$ cat config.mk
export PLATFORM = sky130hd
export DESIGN_NAME = acc_dispatcher
export DESIGN_NICKNAME = d
export VERILOG_FILES = /design/src/rtl/acc_dispatcher.sv
export SDC_FILE = /design/constraint.sdc
export NUM_CORES = 1
export LEC_CHECK = 0
export ABC_AREA = 1
export ABC_CLOCK_PERIOD_IN_PS = 9960
export CORE_UTILIZATION = 40
export DETAILED_ROUTE_END_ITERATION = 12
export GPL_TIMING_DRIVEN = 0
export HOLD_SLACK_MARGIN = 0.1
export PLACE_DENSITY = 0.76
export SETUP_SLACK_MARGIN = 0.1
export SLEW_MARGIN = 40
export SYNTH_ARGS = -nofsm -noshare
export SYNTH_HDL_FRONTEND = slang
export SYNTH_SLANG_ARGS = --single-unit
$ cat constraint.sdc
create_clock -name clk_i -period 9.96 [get_ports clk_i]
set_clock_uncertainty 0.05 [all_clocks]
set_input_delay 1.992 -clock clk_i [delete_from_list [all_inputs] [get_ports clk_i]]
set_output_delay 1.992 -clock clk_i [all_outputs]
set_load 0.1 [all_outputs]
$ cat src/rtl/acc_dispatcher.sv
// acc_dispatcher: CVXIF-style offload front end that routes custom-opcode instructions to accelerator lanes
// and returns their results in issue order through a small reorder buffer.
`default_nettype none

module acc_dispatcher #(
   parameter int NR_ACC = 4,
   parameter int XLEN   = 64,
   parameter int ID_W   = 3,
   parameter int DEPTH  = 4
) (
   input  logic                     clk_i,
   input  logic                     rst_i,
   input  logic                     issue_valid_i,
   output logic                     issue_ready_o,
   input  logic [31:0]              issue_instr_i,
   input  logic [XLEN-1:0]          issue_rs1_i,
   input  logic [XLEN-1:0]          issue_rs2_i,
   input  logic [ID_W-1:0]          issue_id_i,
   output logic                     issue_accept_o,
   output logic [NR_ACC-1:0]        acc_req_valid_o,
   input  logic [NR_ACC-1:0]        acc_req_ready_i,
   output logic [31:0]              acc_req_instr_o,
   output logic [XLEN-1:0]          acc_req_rs1_o,
   output logic [XLEN-1:0]          acc_req_rs2_o,
   input  logic [NR_ACC-1:0]        acc_resp_valid_i,
   input  logic [NR_ACC*XLEN-1:0]   acc_resp_data_i,
   output logic [NR_ACC-1:0]        acc_resp_ready_o,
   output logic                     result_valid_o,
   input  logic                     result_ready_i,
   output logic [ID_W-1:0]          result_id_o,
   output logic [XLEN-1:0]          result_data_o,
   output logic                     result_we_o,
   input  logic                     flush_i,
   output logic                     busy_o
);

   localparam int PW = (DEPTH > 1) ? $clog2(DEPTH) : 1;
   localparam int CW = $clog2(DEPTH + 1);

   logic [DEPTH-1:0] rob_valid;
   logic [DEPTH-1:0] rob_done;
   logic [DEPTH-1:0] rob_we;
   logic [2:0]       rob_lane [DEPTH];
   logic [ID_W-1:0]  rob_id   [DEPTH];
   logic [XLEN-1:0]  rob_data [DEPTH];
   logic [PW-1:0]    head;
   logic [PW-1:0]    tail;
   logic [CW-1:0]    count;
   logic [CW-1:0]    drop_cnt [NR_ACC];

   logic              accept;
   logic [2:0]        lane;
   logic              rob_full;
   logic              lane_ready;
   logic              issue_hs;
   logic              pop;
   logic              drops_pending;
   logic [NR_ACC-1:0] resp_hit;
   logic [NR_ACC-1:0] resp_drop;
   logic [PW-1:0]     resp_idx [NR_ACC];
   logic [CW-1:0]     pending  [NR_ACC];

   assign acc_req_instr_o  = issue_instr_i;
   assign acc_req_rs1_o    = issue_rs1_i;
   assign acc_req_rs2_o    = issue_rs2_i;
   assign acc_resp_ready_o = '1;
   assign rob_full         = (count == CW'(DEPTH));
   assign issue_accept_o   = accept;

   always_comb begin
      lane       = issue_instr_i[14:12];
      accept     = (issue_instr_i[6:0] == 7'h0B) && (32'(lane) < NR_ACC);
      lane_ready = 1'b0;
      acc_req_valid_o = '0;
      for (int l = 0; l < NR_ACC; l++) begin
         if (lane == 3'(l)) begin
            lane_ready         = acc_req_ready_i[l];
            acc_req_valid_o[l] = issue_valid_i && accept && !rob_full && !flush_i;
         end
      end
      issue_ready_o = accept ? (!rob_full && lane_ready && !flush_i) : 1'b1;
      issue_hs      = issue_valid_i && accept && issue_ready_o;
   end

   // Each lane answers in its own order, so a response belongs to the oldest open entry of that lane.
   always_comb begin
      logic [PW-1:0] idx;
      idx = '0;
      drops_pending = 1'b0;
      for (int l = 0; l < NR_ACC; l++) begin
         resp_hit[l]  = 1'b0;
         resp_drop[l] = 1'b0;
         resp_idx[l]  = '0;
         pending[l]   = '0;
         if (drop_cnt[l] != '0)
            drops_pending = 1'b1;
         if (acc_resp_valid_i[l]) begin
            if (drop_cnt[l] != '0) begin
               resp_drop[l] = 1'b1;
            end else begin
               for (int k = 0; k < DEPTH; k++) begin
                  idx = head + PW'(k);
                  if (!resp_hit[l] && rob_valid[idx] && !rob_done[idx] && rob_lane[idx] == 3'(l)) begin
                     resp_hit[l] = 1'b1;
                     resp_idx[l] = idx;
                  end
               end
            end
         end
         for (int k = 0; k < DEPTH; k++) begin
            if (rob_valid[k] && !rob_done[k] && rob_lane[k] == 3'(l))
               pending[l] = pending[l] + CW'(1);
         end
      end
   end

   assign pop    = rob_valid[head] && rob_done[head] && (!result_valid_o || result_ready_i) && !flush_i;
   assign busy_o = (count != '0) || drops_pending;

   always_ff @(posedge clk_i) begin
      if (rst_i) begin
         head           <= '0;
         tail           <= '0;
         count          <= '0;
         rob_valid      <= '0;
         rob_done       <= '0;
         result_valid_o <= 1'b0;
         result_id_o    <= '0;
         result_data_o  <= '0;
         result_we_o    <= 1'b0;
         for (int l = 0; l < NR_ACC; l++)
            drop_cnt[l] <= '0;
      end else begin
         if (result_valid_o && result_ready_i)
            result_valid_o <= 1'b0;
         if (pop) begin
            result_valid_o <= 1'b1;
            result_id_o    <= rob_id[head];
            result_data_o  <= rob_data[head];
            result_we_o    <= rob_we[head];
         end
         for (int l = 0; l < NR_ACC; l++) begin
            if (resp_hit[l]) begin
               rob_done[resp_idx[l]] <= 1'b1;
               rob_data[resp_idx[l]] <= acc_resp_data_i[l*XLEN +: XLEN];
            end
            // Work killed by a flush still comes back from the lane and must be swallowed.
            if (flush_i)
               drop_cnt[l] <= drop_cnt[l] - CW'(resp_drop[l]) + pending[l] - CW'(resp_hit[l]);
            else if (resp_drop[l])
               drop_cnt[l] <= drop_cnt[l] - CW'(1);
         end
         if (flush_i) begin
            rob_valid <= '0;
            rob_done  <= '0;
            head      <= '0;
            tail      <= '0;
            count     <= '0;
         end else begin
            if (pop) begin
               rob_valid[head] <= 1'b0;
               head            <= head + PW'(1);
            end
            if (issue_hs) begin
               rob_valid[tail] <= 1'b1;
               rob_done[tail]  <= 1'b0;
               rob_we[tail]    <= (issue_instr_i[11:7] != 5'd0);
               rob_lane[tail]  <= lane;
               rob_id[tail]    <= issue_id_i;
               tail            <= tail + PW'(1);
            end
            count <= count + CW'(issue_hs) - CW'(pop);
         end
      end
   end

`ifndef SYNTHESIS
   logic rst_q;
   always_ff @(posedge clk_i) begin
      rst_q <= rst_i;
      if (!rst_i && !rst_q) begin
         for (int l = 0; l < NR_ACC; l++)
            assert (!(acc_resp_valid_i[l] && !resp_drop[l] && !resp_hit[l]));
      end
   end
`endif

endmodule

`default_nettype wire

# Word level (Yosys, flattened, before mapping)

Memory sizes are Yosys's and may differ from the RTL's. A register that Yosys moved wholly into a read port is not among the register bits.
Index checks and enable logic that the tools add are counted.

Multiplexer cells: 201
Add/sub/neg operators: 34
Reduce and logical (&&, ||, !) cells: 121
Order comparisons: 16
Equal/unequal tests: 29
Bitwise operators: 19

Operators with widths:

| cell                | number |
|---|---|
| $mux 1              | 126 |
| $logic_and 1x1->1   | 78 |
| $mux 3              | 20 |
| $eq 3x2->1 const B  | 18 |
| $mux 2              | 26 |
| $mux 4              | 13 |
| $add 3x1->3 const B | 12 |
| $eq 3x1->1 const B  | 9 |
| $logic_not 3->1     | 9 |
| $lt 2x3->1 const B  | 9 |
| $sub 3x1->3         | 9 |
| $logic_not 1->1     | 23 |
| $or 4x4->4          | 5 |
| $bmux 1 s2          | 9 |
| $reduce_bool 3->1   | 5 |
| $add 3x3->3         | 4 |
| $demux 1 s2         | 6 |
| $ge 2x1->1 const B  | 6 |
| $sub 3x1->3 const B | 4 |
| $and 4x4->4         | 2 |
| $not 4->4           | 2 |
| $or 1x1->1          | 8 |
| $eq 7x4->1 const B  | 1 |
| $reduce_bool 5->1   | 1 |
| 11 further kinds    | 15 |

Register bits: 21
Memories kept: 4
RAM bits: 292
Logic and storage cells: 432
Input port bits: 432

Memories:

| memory   | depth | width | read ports | clocked after Yosys merged registers in | wr ports | RTL line | source |
|---|---|---|---|---|---|---|---|
| rob_data | 4     | 64    | 1          | 1                                       | 4        | 45       | `logic [XLEN-1:0] rob_data [DEPTH];` |
| drop_cnt | 4     | 3     | 4          | 0                                       | 4        | 49       | `logic [CW-1:0] drop_cnt [NR_ACC];` |
| rob_id   | 4     | 3     | 1          | 1                                       | 1        | 44       | `logic [ID_W-1:0] rob_id [DEPTH];` |
| rob_lane | 4     | 3     | 8          | 1                                       | 1        | 43       | `logic [2:0] rob_lane [DEPTH];` |

# Logic depth before layout (Yosys ltp)

Gate-level depths: netlist of run 1.

Word-level depth: 47
Depth in mapped cells: 25
Depth with buffers taken out: 20

# Worst setup path after synthesis of run 1

Ideal clock, no wire load.

Path type: input to output
Start: in issue_instr_i[14]
End: out acc_req_valid_o[2]
Arrival time: 7.813 ns
Path buffers: 0
Stages on the path: 7
Slack: 0.105 ns
Cell sequence: nor4_1 inv_1 nor4_1 nand2_1 nor2_1 inv_1 nor3_1

Cells in the longest elaborated chain, start to end: 6
Elaborated cells on any way between the ends: 7
Those cells by class: order compare (1); eq/ne (1); mux (1); reduce/logical (4)

RTL lines:

| item                            | RTL line | source |
|---|---|---|
| from (decl)                     | 15       | `input logic [31:0] issue_instr_i,` |
| $lt 3x3->1                      | 72       | `accept = (issue_instr_i[6:0] == 7'h0B) && (32'(lane) < NR_ACC);` |
| $logic_and 1x1->1               | 72       |  |
| named net issue_accept_o        | 19       | `output logic issue_accept_o,` |
| $logic_and 1x1->1 (3 in series) | 78       | `acc_req_valid_o[l] = issue_valid_i && accept && !rob_full && !flush_i;` |
| $mux 1                          | 76       | `if (lane == 3'(l)) begin` |
| to (decl)                       | 20       | `output logic [NR_ACC-1:0] acc_req_valid_o,` |

The timed path passes the listed nets, and every way through them passes these cells.

# Worst setup path in the final report of run 1

Start: in issue_instr_i[14]
End: out acc_req_valid_o[2]

Cells in the longest elaborated chain, start to end: 6
Elaborated cells on any way between the ends: 7
Those cells by class: order compare (1); eq/ne (1); mux (1); reduce/logical (4)

RTL lines:

| item                            | RTL line |
|---|---|
| $lt 3x3->1                      | 72 |
| $logic_and 1x1->1               | 72 |
| $logic_and 1x1->1 (3 in series) | 78 |
| $mux 1 (*)                      | 76 |

Mark *: on every way between the ends. The rest lies on a longest branch, timed or not.

==> qor.txt, run 1 <==
Max VDD drop -> 0.123 mV
Placed Area -> 33700 sq um
DRC Markers -> 0
Switching Share -> 0.298
Distinct cells, synth -> 44
routability cong. -> 0.992
startpoint class of the critical path -> input port
Clock Power Share -> 0.412
layout net count -> 5165
M1 wire length -> 46300 microns
IO Port Bufs -> 521
largest net degree at the start of global routing -> 15
die height -> 267 microns
drt total wl -> 125000 microns
run status -> completed
largest delay contributor family on the critical path -> simple AND/OR/NAND/NOR gates
First DRT Iteration DRCs -> 4453
Synth-to-Final Area Change -> 25.4%
cts bufs inserted -> 44
max_cap viols -> 0
area leader, netlist -> edfxtp_1
slowest stage delay, CP -> 0.58 ns
Leakage -> 16.0 nW
asr flop ratio synth -> 0
ratio of cells with drive above 1 in the final layout -> 0.165
post-CTS setup buffer count -> 0
H-tree levels -> 2
via count of the first global-routing pass -> 28580
Cell Int Power -> 0.00307 W
Core Box Area -> 69100 sq um
top cells by area, synth -> edfxtp_1, nand2_1, nand3_1
Pwr Total -> 0.00438 W
YS warnings -> 0
uppermost layer routed -> met5
Switch Pwr -> 0.00131 W
minimum clock period -> 6.49 ns
Final ANT Viol Nets -> 0
Max Clk Rate -> 154 MHz
GRT Util Overall -> 0.336
number of gates resized after cts -> 0
Syn Area/Cell -> 6.90 sq um
combinational fraction of design power -> 0.191
metal3 WL -> 16300 microns
CTS hold repair buffers -> 0
Crit Path Class -> in2out
CTS max path bufs -> 3
Final setup violation count -> 0
Worst Path Max Fanout -> 8
Gate Count Post-Synth -> 4080
Yosys reg bits -> 382
grt total ovfl -> 0
synthesized area -> 28100 sq um
Met2 Wirelength -> 56000 microns
HPWL Detailed -> 92900 microns
Worst EP arrival -> 4.44 ns
Synth top area share -> 0.316
RSZ-0062 raised after global routing -> false
Max Transition Viols Final -> 0
critical path capture point type -> primary output
CP max stage cell -> clkdlybuf4s50_1
drt wl/cell -> 22.0 microns
# IOs -> 672
die footprint -> 71400 sq um
Slew headroom -> 0.420
Buf/Inv on CP -> 4
CTS tree -> done
first-pass GRT wire length -> 179000 microns
Cell Chain, Critical Path -> clkdlybuf4s50_1 > nor4_1 > inv_1 > nor4_1 > nand2_1 > nor2_1 > inv_1 > nor3_1 > buf_2
post-route cell area -> 35300 sq um
row count -> 96
Hold Vio Cnt, Final -> 0
Hold WC Path Type -> reg2reg
initial antenna violation count -> 18
crit share post-route -> 0.651
EDFF count, synth -> 296
Clock Latency Late Sink -> 0.60 ns
via total after detailed routing -> 31369
Worst EP required -> 7.92 ns
clock sink total -> 382
Seq pwr share -> 0.397
first drt pass iteration count -> 7
Vias/cell -> 5.54
sequential area share after synthesis -> 0.377
Post-synth top flop -> edfxtp_1
Die Wd -> 267 microns
clock slew seen by the registers of the worst setup and hold paths -> 0.06 ns
final core utilization -> 0.511
setup TNS -> 0 ns
actual slew at the worst max-slew pin -> 0.869 ns
Pwr Density -> 124 nW/um^2
initial core utilization -> 0.408
clock root cell -> clkbuf_16
-- cell type report --
type | count | area, sq um
well taps | 931 | 1160
fillers | 6652 | 33800
flip-flops and latches | 382 | 10600
plain buffers | 439 | 2590
clock buffers | 51 | 1190
diodes | 8 | 20.0
clock inverters | 31 | 395
inverters | 344 | 1300
multi-input cells | 2918 | 13700
repair buffers | 557 | 4350
-- cell usage after synthesis (4+ instances only) --
cell	number
nor2_1	378
nor4_1	16
nor3_1	7
nand2_1	1264
dfxtp_1	86
nand4_1	89
clkbuf_1	115
nand3_1	512
or2_2	5
xor2_1	8
edfxtp_1	296
buf_1	13
inv_2	19
buf_6	16
a31oi_1	68
nand2_2	10
o21ai_0	304
xnor2_1	17
buf_4	178
inv_1	321
fa_1	13
ha_1	34
a21oi_1	92
buf_2	117
nor2_2	6
o21ai_2	42
o211ai_1	4
o21ai_1	11
nand3_2	12
-- stage by stage --
stage / worst slack, ns / hold slack [ns] / std cells
finish: 3.47 / 0.495 / 5661
global route: 3.31 / 0.520 / 5655
CTS: 3.47 / 0.491 / 5653
detailed placement: 3.46 / 0.457 / 5571
global placement: -0.0767 / 0.442 / 5535
floorplan: 0.105 / 0.419 / 4083
-- cell families after synthesis --
| logic type | after synthesis | synth area share |
|---|---|---|
| buf+inv | 783 | 0.138 |
| simple gates | 2307 | 0.347 |
| xor+xnor | 25 | 0.00778 |
| compound gates | 531 | 0.104 |
| flops | 382 | 0.377 |
| mux | 4 | 0.00147 |
| other cells | 1 | 0.000133 |
| fa+ha+maj | 47 | 0.0244 |
-- flip-flops by register name, indices dropped and copies added (netlist names), named ones only --
name            flops
result_we_o         1
result_valid_o      1
head                2
rob_done            4
drop_cnt           12
rob_lane           12
count               3
result_id_o         3
rob_we              4
rob_id             12
tail                2
result_data_o      64
rob_valid           4
rob_data          256
-- worst paths after layout --
path                                  start                        endpoint  slack, ns  cells after the start
max                       issue_instr_i[14]              acc_req_valid_o[2]       3.47                      9
min          result_data_o[46]$_SDFFE_PP0P_  result_data_o[46]$_SDFFE_PP0P_       0.49                      2
max reg2reg            head[0]$_SDFFE_PP0P_       rob_data[1][14]$_DFFE_PP_       3.60                     23
min reg2reg  result_data_o[46]$_SDFFE_PP0P_  result_data_o[46]$_SDFFE_PP0P_       0.49                      2
-- worst reg2reg max path, cell delays in order (launching register included) --
cell and delay (ns):
dfxtp_1 0.38, buf_6 0.18, inv_4 0.06, buf_4 0.21, clkbuf_1 0.55, clkbuf_1 0.58
ha_1 0.39, inv_2 0.14, buf_2 0.26, nand3_1 0.15, nand2_2 0.10, nand3_1 0.08
nor2_1 0.19, nand4_1 0.18, nand3_1 0.14, nand2_2 0.18, nand3_4 0.24, buf_4 0.27
buf_2 0.32, nand4_1 0.55, buf_4 0.42, buf_4 0.22, buf_6 0.16, buf_6 0.14
-- routing by layer --
| metal | vias to the layer above | global-route usage |
|---|---|---|
| met5 | - | 0 |
| met4 | 32 | 0.149 |
| met3 | 402 | 0.0893 |
| met2 | 2293 | 0.530 |
| met1 | 14183 | 0.429 |
| li1 | 14459 | - |
-- power by group through the flow --
stage               combinational [W]  sequential (W)  clock [W]
floorplan                    0.000545         0.00177          0
global placement             0.000850         0.00177          0
detailed placement           0.000825         0.00177          0
CTS                          0.000829         0.00174    0.00180
global route                 0.000890         0.00174    0.00186
finish                       0.000837         0.00174    0.00180
-- placed cells by master, fill, tap and decap left out, types with 6 or more instances in the layout --
cell type,count
nand2_1,1264
nand3_1,512
nor2_1,374
buf_2,353
inv_1,321
o21ai_0,303
edfxtp_1,296
clkdlybuf4s50_1,285
buf_4,203
clkbuf_1,112
a21oi_1,92
nand4_1,89
dfxtp_1,86
a31oi_1,68
clkbuf_16,46
o21ai_2,42
ha_1,34
buf_6,27
inv_2,19
xnor2_1,17
nor4_1,16
buf_1,13
fa_1,13
nand3_2,12
o21ai_1,12
nand2_2,10
nor2_2,10
diode_2,8
xor2_1,8
bufinv_16,8
nor3_1,7
clkinv_2,7
clkbuf_2,6
clkinv_1,6
No activity file was read; power rests on OpenSTA's default activity.
==> run 2: changes to the inputs <==
- ABC_CLOCK_PERIOD_IN_PS: 9960 -> 6400
- clock period: 9.96 -> 6.4 ns (I/O delays scaled with it)
==> run 2 against run 1 <==
Effect of this change: critical path depth grew 13; sequential share of layout area is essentially flat; register-to-register slack lost 3.2 ns; final cell count is essentially flat; wire length is essentially flat; highest routed layer unchanged; clock-buffer cell count is the same; die area is the same; cell area is essentially flat; critical endpoint is now rob_data[1][35]$_DFFE_PP_; sequential cell count is the same; global-route usage grew 0.12 points; non-clock buffer count shrank 2; combinational power grew 55%.
==> qor.txt, run 2 (same netlist as run 1, synthesis figures left out) <==
Max Transition Viols Final -> 0 (unchanged)
reg2reg path depth -> 22 (-4.3%)
Worst Hold Slack -> 0.467 ns (-0.0281 ns)
Worst EP arrival -> 6.29 ns (+1.85 ns)
IO Port Bufs -> 521 (unchanged)
slowest stage delay, CP -> 0.47 ns (-0.11 ns)
crit path from -> head[1]$_SDFFE_PP0P_
First DRT Iteration DRCs -> 4377 (-1.7%)
H-tree levels -> 2 (unchanged)
FF-to-FF End -> rob_data[1][35]$_DFFE_PP_
crit share post-route -> 0.936
grt total ovfl -> 0 (unchanged)
cts bufs inserted -> 45 (+2.3%)
CTS tree -> done
Pwr Density -> 192 nW/um^2 (+54%)
largest delay contributor family on the critical path -> buffers and inverters
Max VDD drop -> 0.195 mV (+59%)
max_cap viols -> 0 (unchanged)
layout net count -> 5164 (-0.019%)
commonest non-fill, non-tap cell in the layout -> nand2_1
Slew headroom -> 0.410 (-0.0107)
Buf/Inv on CP -> 12 (+8)
r2r setup slk -> 0.41 ns (-3.19 ns)
via count of the first global-routing pass -> 28735 (+0.54%)
routability cong. -> 0.976 (-1.6%)
Leakage -> 16.0 nW (about the same)
DRC Markers -> 0 (unchanged)
Final ANT Viol Nets -> 0 (unchanged)
Worst path depth -> 22 (+13)
Clock Latency Late Sink -> 0.60 ns (about the same)
ratio of cells with drive above 1 in the final layout -> 0.165 (+0.000670)
Hold WC Path Type -> reg2reg
GRT Util Overall -> 0.337 (+0.00116)
Hold Vio Cnt, Final -> 0 (unchanged)
clock sink total -> 382 (unchanged)
CTS hold repair buffers -> 0 (unchanged)
RSZ-0062 raised after global routing -> false
Die Wd -> 267 microns (unchanged)
final core utilization -> 0.511 (about the same)
Worst Path Max Fanout -> 11 (+3)
Worst Min Path Start -> rob_valid[2]$_SDFF_PP0_
CTS max path bufs -> 3 (unchanged)
worst reg2reg startpoint -> head[1]$_SDFFE_PP0P_
clock root cell -> clkbuf_16
commonest cells after routing, fill and taps aside -> nand2_1, nand3_1, nor2_1, buf_2, inv_1
critical path capture point type -> register
clock slew seen by the registers of the worst setup and hold paths -> 0.06 ns (about the same)
Max Clk Rate -> 167 MHz
die height -> 267 microns (unchanged)
Synth-to-Final Area Change -> 25.3% (about the same)
Vias/cell -> 5.54 (about the same)
largest net degree at the start of global routing -> 14 (-1)
Cell Chain, Critical Path -> inv_2 > buf_2 > clkbuf_2 > clkbuf_2 > ha_1 > inv_2 > buf_2 > nand3_1 > nand2_2 > nand3_1 > nor2_1 > nand4_1 > nand3_1 > nand2_2 > nand3_4 > buf_4 > buf_2 > nand4_1 > buf_4 > buf_4 > buf_4 > buf_4
Crit Path Class -> reg2reg
Core Box Area -> 69100 sq um (unchanged)
# IOs -> 672 (unchanged)
first drt pass iteration count -> 6 (-1)
Critical Path Most Common Cell -> buf_4
die footprint -> 71400 sq um (unchanged)
initial antenna violation count -> 21 (+3)
actual slew at the worst max-slew pin -> 0.885 ns (+0.0160 ns)
drt total wl -> 125000 microns (about the same)
CP max stage cell -> clkbuf_2
post-CTS setup buffer count -> 0 (unchanged)
Layout fillers -> 6771 (+1.8%)
HPWL Detailed -> 92900 microns (about the same)
row count -> 96 (unchanged)
first-pass GRT wire length -> 180000 microns (+0.57%)
drt wl/cell -> 22.0 microns (about the same)
hold path depth -> 2 (unchanged)
hold path endpoint -> rob_valid[2]$_SDFF_PP0_
max FFs per register -> 256 (unchanged)
initial core utilization -> 0.408 (unchanged)
setup TNS -> 0 ns (unchanged)
via total after detailed routing -> 31372 (+0.0096%)
minimum clock period -> 5.99 ns
run status -> completed
startpoint class of the critical path -> register
Final setup violation count -> 0 (unchanged)
Worst EP required -> 6.69 ns (-1.23 ns)
[run 2: changes by cell type in the layout (fill, tap and decap cells not counted), moves of 2 or more]
| cell | previous run | this run |
|---|---|---|
| clkbuf_1 | 112 | 109 |
| clkbuf_2 | 6 | 8 |
| clkinv_2 | 7 | 11 |
| clkinv_4 | 4 | 2 |
| clkinvlp_4 | 5 | 2 |
| diode_2 | 8 | 11 |
| inv_6 | 2 | 4 |
[run 2: layout make-up]
class                           instances  area (sq um)  area share
Multi-Input combinational cell       2918         13700       0.388
Sequential cell                       382         10600       0.301
Timing Repair Buffer                  556          4340       0.123
Buffer                                438          2590      0.0734
Inverter                              344          1300      0.0368
Clock buffer                           51          1190      0.0337
Tap cell                              931          1160      0.0330
Clock inverter                         32           367      0.0104
Antenna cell                           11          27.5    0.000780
[run 2: per-layer routing]
| layer | global-route usage | vias to the layer above | wire (microns) |
|---|---|---|---|
| met5 | 0 | - | 198 |
| met4 | 0.161 | 30 | 6570 |
| met3 | 0.0919 | 428 | 17000 |
| met2 | 0.522 | 2308 | 54800 |
| met1 | 0.433 | 14129 | 45900 |
| li1 | - | 14477 | - |
[run 2: worst max path at each step]
stage,endpoint
floorplan,rob_data[1][0]$_DFFE_PP_
global placement,rob_data[2][30]$_DFFE_PP_
detailed placement,drop_cnt[0][2]$_SDFFCE_PN0P_
CTS,drop_cnt[0][2]$_SDFFCE_PN0P_
global route,drop_cnt[0][2]$_SDFFCE_PN0P_
finish,rob_data[1][35]$_DFFE_PP_
[run 2: worst reg2reg max path: stages (launching register included)]
cell,delay [ns]
dfxtp_1,0.42
inv_2,0.16
buf_2,0.28
clkbuf_2,0.47
clkbuf_2,0.42
ha_1,0.35
inv_2,0.14
buf_2,0.26
nand3_1,0.15
nand2_2,0.10
nand3_1,0.08
nor2_1,0.21
nand4_1,0.19
nand3_1,0.14
nand2_2,0.18
nand3_4,0.25
buf_4,0.31
buf_2,0.34
nand4_1,0.36
buf_4,0.33
buf_4,0.20
buf_4,0.18
buf_4,0.19
[run 2: report_power, final]
| group | switching [W] | total (W) | internal (W) | leakage, nW |
|---|---|---|---|---|
| clock | 0.00112 | 0.00275 | 0.00163 | 0.766 |
| combinational | 0.000880 | 0.00130 | 0.000424 | 11.9 |
| sequential | 0.0000145 | 0.00271 | 0.00269 | 3.38 |
| total | 0.00202 | 0.00676 | 0.00474 | 16.0 |
[run 2: through the flow]
step / setup slack [ns] / instance area, sq um / cells / power, W
finish: 0.407 / 35300 / 5663 / 0.00676
global route: 0.180 / 35300 / 5655 / 0.00693
CTS: 0.284 / 35300 / 5653 / 0.00675
detailed placement: 0.336 / 33700 / 5570 / 0.00405
global placement: -3.72 / 34600 / 5535 / 0.00409
floorplan: 0.516 / 28200 / 4083 / 0.00361
[run 2: repair_timing]
action | CTS | global route
setup endpoints to repair | 0 | 12
hold endpoints to repair | 0 | 0
resized for setup | 0 | 2
